==> src/rtl/seg7_pkg.sv <==
// Shared types and segment code constants for the seven-segment reader and
// any loop-back checker that decodes segment patterns.
package seg7_pkg;

    typedef enum logic [2:0] {
        VER_RCA     = 3'd0,
        VER_TI      = 3'd1,
        VER_NSC     = 3'd2,
        VER_TOSHIBA = 3'd3,
        VER_LINES   = 3'd4,
        VER_ELEK    = 3'd5,
        VER_CODEB   = 3'd6,
        VER_HEX     = 3'd7
    } seg7_ver_e;

    typedef enum logic {
        ST_ACQUIRE = 1'b0,
        ST_LOCKED  = 1'b1
    } filt_state_e;

    // Patterns are {g,f,e,d,c,b,a}.
    localparam logic [6:0] SEG_BLANK  = 7'h00;
    localparam logic [6:0] SEG_0      = 7'h3F;
    localparam logic [6:0] SEG_1      = 7'h06;
    localparam logic [6:0] SEG_2      = 7'h5B;
    localparam logic [6:0] SEG_3      = 7'h4F;
    localparam logic [6:0] SEG_4      = 7'h66;
    localparam logic [6:0] SEG_5      = 7'h6D;
    localparam logic [6:0] SEG_6      = 7'h7D;
    localparam logic [6:0] SEG_6_ALT  = 7'h7C;
    localparam logic [6:0] SEG_7      = 7'h27;
    localparam logic [6:0] SEG_7_ALT  = 7'h07;
    localparam logic [6:0] SEG_8      = 7'h7F;
    localparam logic [6:0] SEG_9      = 7'h6F;
    localparam logic [6:0] SEG_9_ALT  = 7'h67;

    localparam logic [6:0] SEG_TI_10  = 7'h58;
    localparam logic [6:0] SEG_TI_11  = 7'h4C;
    localparam logic [6:0] SEG_TI_12  = 7'h62;
    localparam logic [6:0] SEG_TI_13  = 7'h69;
    localparam logic [6:0] SEG_TI_14  = 7'h78;

    localparam logic [6:0] SEG_NSC_10 = 7'h5C;
    localparam logic [6:0] SEG_NSC_11 = 7'h63;
    localparam logic [6:0] SEG_NSC_12 = 7'h01;
    localparam logic [6:0] SEG_NSC_13 = 7'h40;
    localparam logic [6:0] SEG_NSC_14 = 7'h08;

    localparam logic [6:0] SEG_LIN_10 = 7'h08;
    localparam logic [6:0] SEG_LIN_11 = 7'h48;
    localparam logic [6:0] SEG_LIN_12 = 7'h49;
    localparam logic [6:0] SEG_LIN_13 = 7'h41;
    localparam logic [6:0] SEG_LIN_14 = 7'h01;

    localparam logic [6:0] SEG_ELK_10 = 7'h40;
    localparam logic [6:0] SEG_ELK_11 = 7'h38;
    localparam logic [6:0] SEG_ELK_12 = 7'h39;
    localparam logic [6:0] SEG_ELK_13 = 7'h31;
    localparam logic [6:0] SEG_ELK_14 = 7'h79;

    localparam logic [6:0] SEG_CDB_10 = 7'h40;
    localparam logic [6:0] SEG_CDB_11 = 7'h79;
    localparam logic [6:0] SEG_CDB_12 = 7'h76;
    localparam logic [6:0] SEG_CDB_13 = 7'h38;
    localparam logic [6:0] SEG_CDB_14 = 7'h73;

    localparam logic [6:0] SEG_HEX_A  = 7'h77;
    localparam logic [6:0] SEG_HEX_B  = 7'h7C;
    localparam logic [6:0] SEG_HEX_C  = 7'h39;
    localparam logic [6:0] SEG_HEX_D  = 7'h5E;
    localparam logic [6:0] SEG_HEX_E  = 7'h79;
    localparam logic [6:0] SEG_HEX_F  = 7'h71;

    function automatic int seg7_cnt_width(input int stable_cycles);
        return $clog2(stable_cycles + 1);
    endfunction

endpackage

==> src/rtl/seg7_pattern_decode.sv <==
// Combinational map from (segment pattern, code version) to a 4-bit value
// with blank/illegal flags. Version-specific codes win over plain digits.
module seg7_pattern_decode
    import seg7_pkg::*;
(
    input  logic [6:0] pattern_i,
    input  seg7_ver_e  version_i,
    output logic [3:0] value_o,
    output logic       blank_o,
    output logic       err_o
);

    logic       ext_hit;
    logic [3:0] ext_val;

    always_comb begin
        ext_hit = 1'b1;
        ext_val = 4'd0;
        case (version_i)
            VER_TI: begin
                case (pattern_i)
                    SEG_TI_10: ext_val = 4'd10;
                    SEG_TI_11: ext_val = 4'd11;
                    SEG_TI_12: ext_val = 4'd12;
                    SEG_TI_13: ext_val = 4'd13;
                    SEG_TI_14: ext_val = 4'd14;
                    default:   ext_hit = 1'b0;
                endcase
            end
            VER_NSC: begin
                case (pattern_i)
                    SEG_NSC_10: ext_val = 4'd10;
                    SEG_NSC_11: ext_val = 4'd11;
                    SEG_NSC_12: ext_val = 4'd12;
                    SEG_NSC_13: ext_val = 4'd13;
                    SEG_NSC_14: ext_val = 4'd14;
                    default:    ext_hit = 1'b0;
                endcase
            end
            VER_LINES: begin
                case (pattern_i)
                    SEG_LIN_10: ext_val = 4'd10;
                    SEG_LIN_11: ext_val = 4'd11;
                    SEG_LIN_12: ext_val = 4'd12;
                    SEG_LIN_13: ext_val = 4'd13;
                    SEG_LIN_14: ext_val = 4'd14;
                    default:    ext_hit = 1'b0;
                endcase
            end
            VER_ELEK: begin
                case (pattern_i)
                    SEG_ELK_10: ext_val = 4'd10;
                    SEG_ELK_11: ext_val = 4'd11;
                    SEG_ELK_12: ext_val = 4'd12;
                    SEG_ELK_13: ext_val = 4'd13;
                    SEG_ELK_14: ext_val = 4'd14;
                    default:    ext_hit = 1'b0;
                endcase
            end
            VER_CODEB: begin
                case (pattern_i)
                    SEG_CDB_10: ext_val = 4'd10;
                    SEG_CDB_11: ext_val = 4'd11;
                    SEG_CDB_12: ext_val = 4'd12;
                    SEG_CDB_13: ext_val = 4'd13;
                    SEG_CDB_14: ext_val = 4'd14;
                    default:    ext_hit = 1'b0;
                endcase
            end
            VER_HEX: begin
                case (pattern_i)
                    SEG_HEX_A: ext_val = 4'd10;
                    SEG_HEX_B: ext_val = 4'd11;
                    SEG_HEX_C: ext_val = 4'd12;
                    SEG_HEX_D: ext_val = 4'd13;
                    SEG_HEX_E: ext_val = 4'd14;
                    SEG_HEX_F: ext_val = 4'd15;
                    default:   ext_hit = 1'b0;
                endcase
            end
            // RCA and Toshiba fall through to the plain digit table.
            default: ext_hit = 1'b0;
        endcase
    end

    always_comb begin
        value_o = 4'd0;
        blank_o = 1'b0;
        err_o   = 1'b0;
        if (ext_hit) begin
            value_o = ext_val;
        end else begin
            case (pattern_i)
                SEG_0:            value_o = 4'd0;
                SEG_1:            value_o = 4'd1;
                SEG_2:            value_o = 4'd2;
                SEG_3:            value_o = 4'd3;
                SEG_4:            value_o = 4'd4;
                SEG_5:            value_o = 4'd5;
                SEG_6, SEG_6_ALT: value_o = 4'd6;
                SEG_7, SEG_7_ALT: value_o = 4'd7;
                SEG_8:            value_o = 4'd8;
                SEG_9, SEG_9_ALT: value_o = 4'd9;
                SEG_BLANK:        blank_o = 1'b1;
                default:          err_o   = 1'b1;
            endcase
        end
    end

endmodule

==> src/rtl/seven_segment_reader.sv <==
// Reads a seven-segment display back into a 4-bit value: synchronise, filter
// for stability, decode, and hand over changed readings via valid/ready.
//
// state      | meaning
// ST_ACQUIRE | counting consecutive identical samples of the pattern
// ST_LOCKED  | pattern accepted, waiting for the next pattern/version change
module seven_segment_reader
    import seg7_pkg::*;
#(
    parameter int STABLE_CYCLES = 4
) (
    input  logic CLK,
    input  logic RST_N,
    input  logic V0,
    input  logic V1,
    input  logic V2,
    input  logic AL,
    input  logic Sa,
    input  logic Sb,
    input  logic Sc,
    input  logic Sd,
    input  logic Se,
    input  logic Sf,
    input  logic Sg,
    input  logic READY,
    output logic A,
    output logic B,
    output logic C,
    output logic D,
    output logic BLANK,
    output logic ERR,
    output logic VALID,
    output logic OVR
);

    localparam int                CNT_W    = seg7_cnt_width(STABLE_CYCLES);
    localparam logic [CNT_W-1:0] CNT_LAST = CNT_W'(STABLE_CYCLES - 1);

    logic [6:0]  pat_raw;
    seg7_ver_e   ver;

    logic [6:0]  sync1_q, sync2_q, s_prev_q;
    seg7_ver_e   ver_prev_q;
    logic        changed;

    filt_state_e      state_q, state_d;
    logic [CNT_W-1:0] cnt_q, cnt_d;
    logic             lock;

    logic [6:0]  cand_pat_q;
    seg7_ver_e   cand_ver_q;
    logic        cand_new_q;

    logic [6:0]  last_pat_q;
    seg7_ver_e   last_ver_q;
    logic        last_vld_q;
    logic        report;

    logic [3:0]  dec_val;
    logic        dec_blank, dec_err;

    logic [3:0]  val_q, val_d;
    logic        blank_q, blank_d;
    logic        err_q, err_d;
    logic        valid_q, valid_d;
    logic        ovr_q, ovr_d;

    // Polarity is normalised before the synchroniser so s is always lit-high.
    assign pat_raw = {Sg, Sf, Se, Sd, Sc, Sb, Sa} ^ {7{~AL}};
    assign ver     = seg7_ver_e'({V2, V1, V0});
    assign changed = (sync2_q != s_prev_q) || (ver != ver_prev_q);

    always_ff @(posedge CLK or negedge RST_N) begin
        if (!RST_N) begin
            sync1_q    <= 7'd0;
            sync2_q    <= 7'd0;
            s_prev_q   <= 7'd0;
            ver_prev_q <= VER_RCA;
        end else begin
            sync1_q    <= pat_raw;
            sync2_q    <= sync1_q;
            s_prev_q   <= sync2_q;
            ver_prev_q <= ver;
        end
    end

    always_comb begin
        state_d = state_q;
        cnt_d   = cnt_q;
        lock    = 1'b0;
        case (state_q)
            ST_ACQUIRE: begin
                if (changed) begin
                    cnt_d = '0;
                end else if (cnt_q == CNT_LAST) begin
                    state_d = ST_LOCKED;
                    cnt_d   = '0;
                    lock    = 1'b1;
                end else begin
                    cnt_d = cnt_q + 1'b1;
                end
            end
            ST_LOCKED: begin
                if (changed) begin
                    state_d = ST_ACQUIRE;
                    cnt_d   = '0;
                end
            end
            default: begin
                state_d = ST_ACQUIRE;
                cnt_d   = '0;
            end
        endcase
    end

    always_ff @(posedge CLK or negedge RST_N) begin
        if (!RST_N) begin
            state_q    <= ST_ACQUIRE;
            cnt_q      <= '0;
            cand_pat_q <= 7'd0;
            cand_ver_q <= VER_RCA;
            cand_new_q <= 1'b0;
        end else begin
            state_q    <= state_d;
            cnt_q      <= cnt_d;
            cand_new_q <= lock;
            if (lock) begin
                cand_pat_q <= sync2_q;
                cand_ver_q <= ver;
            end
        end
    end

    seg7_pattern_decode u_decode (
        .pattern_i (cand_pat_q),
        .version_i (cand_ver_q),
        .value_o   (dec_val),
        .blank_o   (dec_blank),
        .err_o     (dec_err)
    );

    // Only readings that differ from the last delivered (pattern, version) go out.
    assign report = cand_new_q &&
                    (!last_vld_q || (cand_pat_q != last_pat_q) || (cand_ver_q != last_ver_q));

    always_comb begin
        val_d   = val_q;
        blank_d = blank_q;
        err_d   = err_q;
        valid_d = valid_q;
        ovr_d   = 1'b0;
        if (valid_q && READY) begin
            valid_d = 1'b0;
        end
        if (report) begin
            val_d   = dec_val;
            blank_d = dec_blank;
            err_d   = dec_err;
            valid_d = 1'b1;
            ovr_d   = valid_q && !READY;
        end
    end

    always_ff @(posedge CLK or negedge RST_N) begin
        if (!RST_N) begin
            last_pat_q <= 7'd0;
            last_ver_q <= VER_RCA;
            last_vld_q <= 1'b0;
            val_q      <= 4'd0;
            blank_q    <= 1'b0;
            err_q      <= 1'b0;
            valid_q    <= 1'b0;
            ovr_q      <= 1'b0;
        end else begin
            if (report) begin
                last_pat_q <= cand_pat_q;
                last_ver_q <= cand_ver_q;
                last_vld_q <= 1'b1;
            end
            val_q   <= val_d;
            blank_q <= blank_d;
            err_q   <= err_d;
            valid_q <= valid_d;
            ovr_q   <= ovr_d;
        end
    end

    assign A     = val_q[0];
    assign B     = val_q[1];
    assign C     = val_q[2];
    assign D     = val_q[3];
    assign BLANK = blank_q;
    assign ERR   = err_q;
    assign VALID = valid_q;
    assign OVR   = ovr_q;

endmodule

==> config.mk <==
export PLATFORM = sky130hd
export DESIGN_NAME = seven_segment_reader
export DESIGN_NICKNAME = d
export VERILOG_FILES = /design/src/rtl/seg7_pkg.sv /design/src/rtl/seg7_pattern_decode.sv /design/src/rtl/seven_segment_reader.sv
export SDC_FILE = /design/constraint.sdc
export NUM_CORES = 1
export LEC_CHECK = 0
export CORE_MARGIN = 2
export CORE_UTILIZATION = 63
export CTS_CLUSTER_SIZE = 30
export DETAILED_ROUTE_END_ITERATION = 6
export PLACE_DENSITY = 0.84
export REMOVE_ABC_BUFFERS = 1
export SLEW_MARGIN = 10
export SYNTH_ARGS = -nofsm -noshare
export SYNTH_HDL_FRONTEND = slang
export SYNTH_SLANG_ARGS = --single-unit
==> constraint.sdc <==
create_clock -name CLK -period 4.29 [get_ports CLK]
set_input_delay 0.6435 -clock CLK [delete_from_list [all_inputs] [get_ports CLK]]
set_output_delay 0.6435 -clock CLK [all_outputs]
set_load 0.02 [all_outputs]
==> flow_summary.toml <==
[status]
status = "finished, final reports clean"

[timing]
setup_violations = 0
worst_slew_pin_slew_ps = 1030
layout_setup_ws_ps = 1450
fmax_ghz = 0.352
drv_slew = 0
post-route-period-util = 0.662
period_minus_slack_ps = 2840
slew_headroom = 0.310
rsz0062_at_grt = "false"
hold_violations = 0
tns_ps = 0
clock_skew_ps = 8.92

[run]
maxCapViolCount = 0

[drt]
drt_iter0_drc = 267
drc = 0
via_count = 2510
ant_nets = 0
via_per_inst = 6.32
drt-total-wl_microns = 7070
wl_per_cell_microns = 17.8
firstDrtPassIters = 4

[worst_setup_path]
worst_path_max_delay_cell = "dfrtp_1"
cp.required_ps = 4520
arrival_ps = 3070
worstSetupPathType = "flop to flop"
cp-end-kind = "flop"
cp_top_family = "compound AO/OA/AOI/OAI gates"
crit_buf_inv = 0
cp-start-kind = "flop"
path_cells = "nor4b_2 -> a31oi_1 -> a2111oi_1 -> nor3_1 -> and2_4 -> o221a_1"
crit_fanout = 32
cp_slowest_stage_delay_ps = 760

[global_routing]
antenna_found_initial = 0
gr-total-overflow = 0
globalRouteTotalUtil = 0.287
grt_first_pass_wirelength_microns = 11800
grt_max_degree = 59
grt_pass1_vias = 2398

[synthesis]
yosysUniqueCellTypes = 67
synth-seq-cells = 58
synth_warnings = 0
synth_enable_flop_cells = 0
synth.cell_area_sq_um = 3200
netlist_instances = 317
synth_top_area_cell = "dfrtp_1"
synth_top_cell_area_share = 0.453
synthTopCellsByArea = "dfrtp_1 (45%), xnor2_1 (5.7%), mux2_1 (3.5%), nand2_1 (3.4%), nor2_1 (2.6%)"
synth-async-reset-ratio = 1.00
avgSynthCellArea_sq_um = 10.1
yosys_most_used_dff = "dfrtp_1"
synth-seq-area-share = 0.453

[clocking]
hold_buffers = 0
clock-sinks = 58
cts_tree = "done"
cts_resized = 0
clock_path_buffers = 2
post-cts-setup-buffers = 0
h-tree-depth = 3
clockRootBuffer = "clkbuf_8"
cts_buffers = 9
clk_pin_slew_worst_paths_ps = 70
clkLatencyLatePin_ps = 340

[floorplan]
die-area_sq_um = 5670
die_x_microns = 75.3
ioPinCount = 22
fp.dieH_microns = 75.3
rows = 25
core_sq_um = 4820
initial_core_util = 0.665

[layout]
layout.nets = 340
area_growth_syn_to_layout_pct = 13.5
drive_gt1_frac = 0.106
diodes = 0

[power]
p_per_area_nw_per_um2 = 346
ir_worst_vdd_mv = 0.281
power.leakage_nw = 1.50

[min_path]
hold_path.class = "flop to flop"

[placed_design]
dp_hpwl_microns = 4570
dpl_worst_slack_ps = 1190
globalplace.congestion = 0.977
port_buffers = 21
==> metrics by stage <==
| stage | total power [W] | utilization | instance area (sq um) | hold slack [ps] | instances |
|---|---|---|---|---|---|
| CTS | 0.00127 | 0.755 | 3640 | 355 | 397 |
| global route | 0.00130 | 0.755 | 3640 | 358 | 397 |
| finish | 0.00126 | 0.755 | 3640 | 351 | 397 |
| floorplan | 0.000604 | - | 3070 | 331 | 290 |
| global placement | 0.000634 | 0.702 | 3380 | 333 | 381 |
| detailed placement | 0.000636 | 0.702 | 3380 | 337 | 381 |
==> area by class of cell <==
class / instances / area (sq um)
clock buffers: 12 / 155
clock inverters: 4 / 97.6
fillers: 346 / 1180
inverters: 3 / 11.3
multi-input cells: 229 / 1610
flip-flops and latches: 58 / 1450
well taps: 67 / 83.8
repair buffers: 24 / 228
==> synth_stat cells (5+ instances only) <==
master,number
nor2b_1,9
buf_2,13
mux2_2,6
or3_1,5
nor3_1,6
nand2_1,29
nor4_1,7
xor2_1,8
nand3_1,9
mux2_1,10
nand2b_1,6
clkbuf_1,11
xnor2_1,21
nor2_1,22
dfrtp_1,58
nand4_1,6
==> placed cells by master, fill, tap and decap left out, types with 3 or more instances in the layout <==
cell / netlist / layout
dfrtp_1: 58 / 58
nand2_1: 29 / 29
nor2_1: 22 / 22
xnor2_1: 21 / 21
clkdlybuf4s50_1: 0 / 20
clkbuf_8: 0 / 11
mux2_1: 10 / 10
nand3_1: 9 / 9
nor2b_1: 9 / 9
xor2_1: 8 / 8
nor4_1: 7 / 7
nand4_1: 6 / 6
nand2b_1: 6 / 6
nor3_1: 6 / 6
mux2_2: 6 / 6
or3_1: 5 / 5
nand4b_1: 4 / 4
and2_1: 4 / 4
o2111ai_1: 4 / 4
o21ai_0: 4 / 4
a21oi_1: 4 / 4
inv_1: 3 / 3
a211oi_1: 3 / 3
nor3b_1: 3 / 3
or3b_1: 3 / 3
o221ai_1: 3 / 3
o22ai_1: 3 / 3
bufinv_16: 0 / 3
buf_4: 2 / 3
==> sequential cells by signal (all words and copies together), names as in the netlist, 3 cells and up <==
register	cells
last_ver_q	3
sync1_q	7
last_pat_q	7
ver_prev_q	3
cnt_q	3
s_prev_q	7
sync2_q	7
cand_pat_q	7
cand_ver_q	3
val_q	4
==> final timing paths <==
kind                                from         end  slack (ps)  cells after the start
max                        cand_pat_q[0]    val_q[1]        1450                      6
min                           sync1_q[2]  sync2_q[2]         350                      0
max reg2reg                cand_pat_q[0]    val_q[1]        1450                      6
min reg2reg                   sync1_q[2]  sync2_q[2]         350                      0
max in group asynchronous          RST_N  sync2_q[0]        3380                      2
min in group asynchronous          RST_N    val_q[0]         430                      2
==> metal layers <==
metal / track usage / vias up / wire length (microns) / share of wire
li1: - / 1162 / - / -
met1: 0.377 / 1205 / 2950 / 0.42
met2: 0.432 / 123 / 3310 / 0.47
met3: 0.122 / 20 / 646 / 0.091
met4: 0.0936 / 0 / 161 / 0.023
met5: 0 / - / 0 / 0
==> report_power, final <==
part           switching, W  total (W)  leakage, nW  internal [W]
clock network      0.000214   0.000632        0.123      0.000418
registers         0.0000127   0.000581        0.755      0.000569
logic             0.0000217  0.0000445        0.621     0.0000228
==> cells by family (layout without fill, tap and decap cells) <==
logic type,count (synthesis),in the layout,share of synthesized area
and+or+nand+nor,133,133,0.241
adders and majority gates,1,1,0.00390
xor gates and xnor gates,29,29,0.0793
AOI/OAI and AO/OA,48,48,0.115
DFF,58,58,0.453
muxes,18,18,0.0625
buffers and inverters,30,43,0.0449
Power figures use the tool's default switching activity.
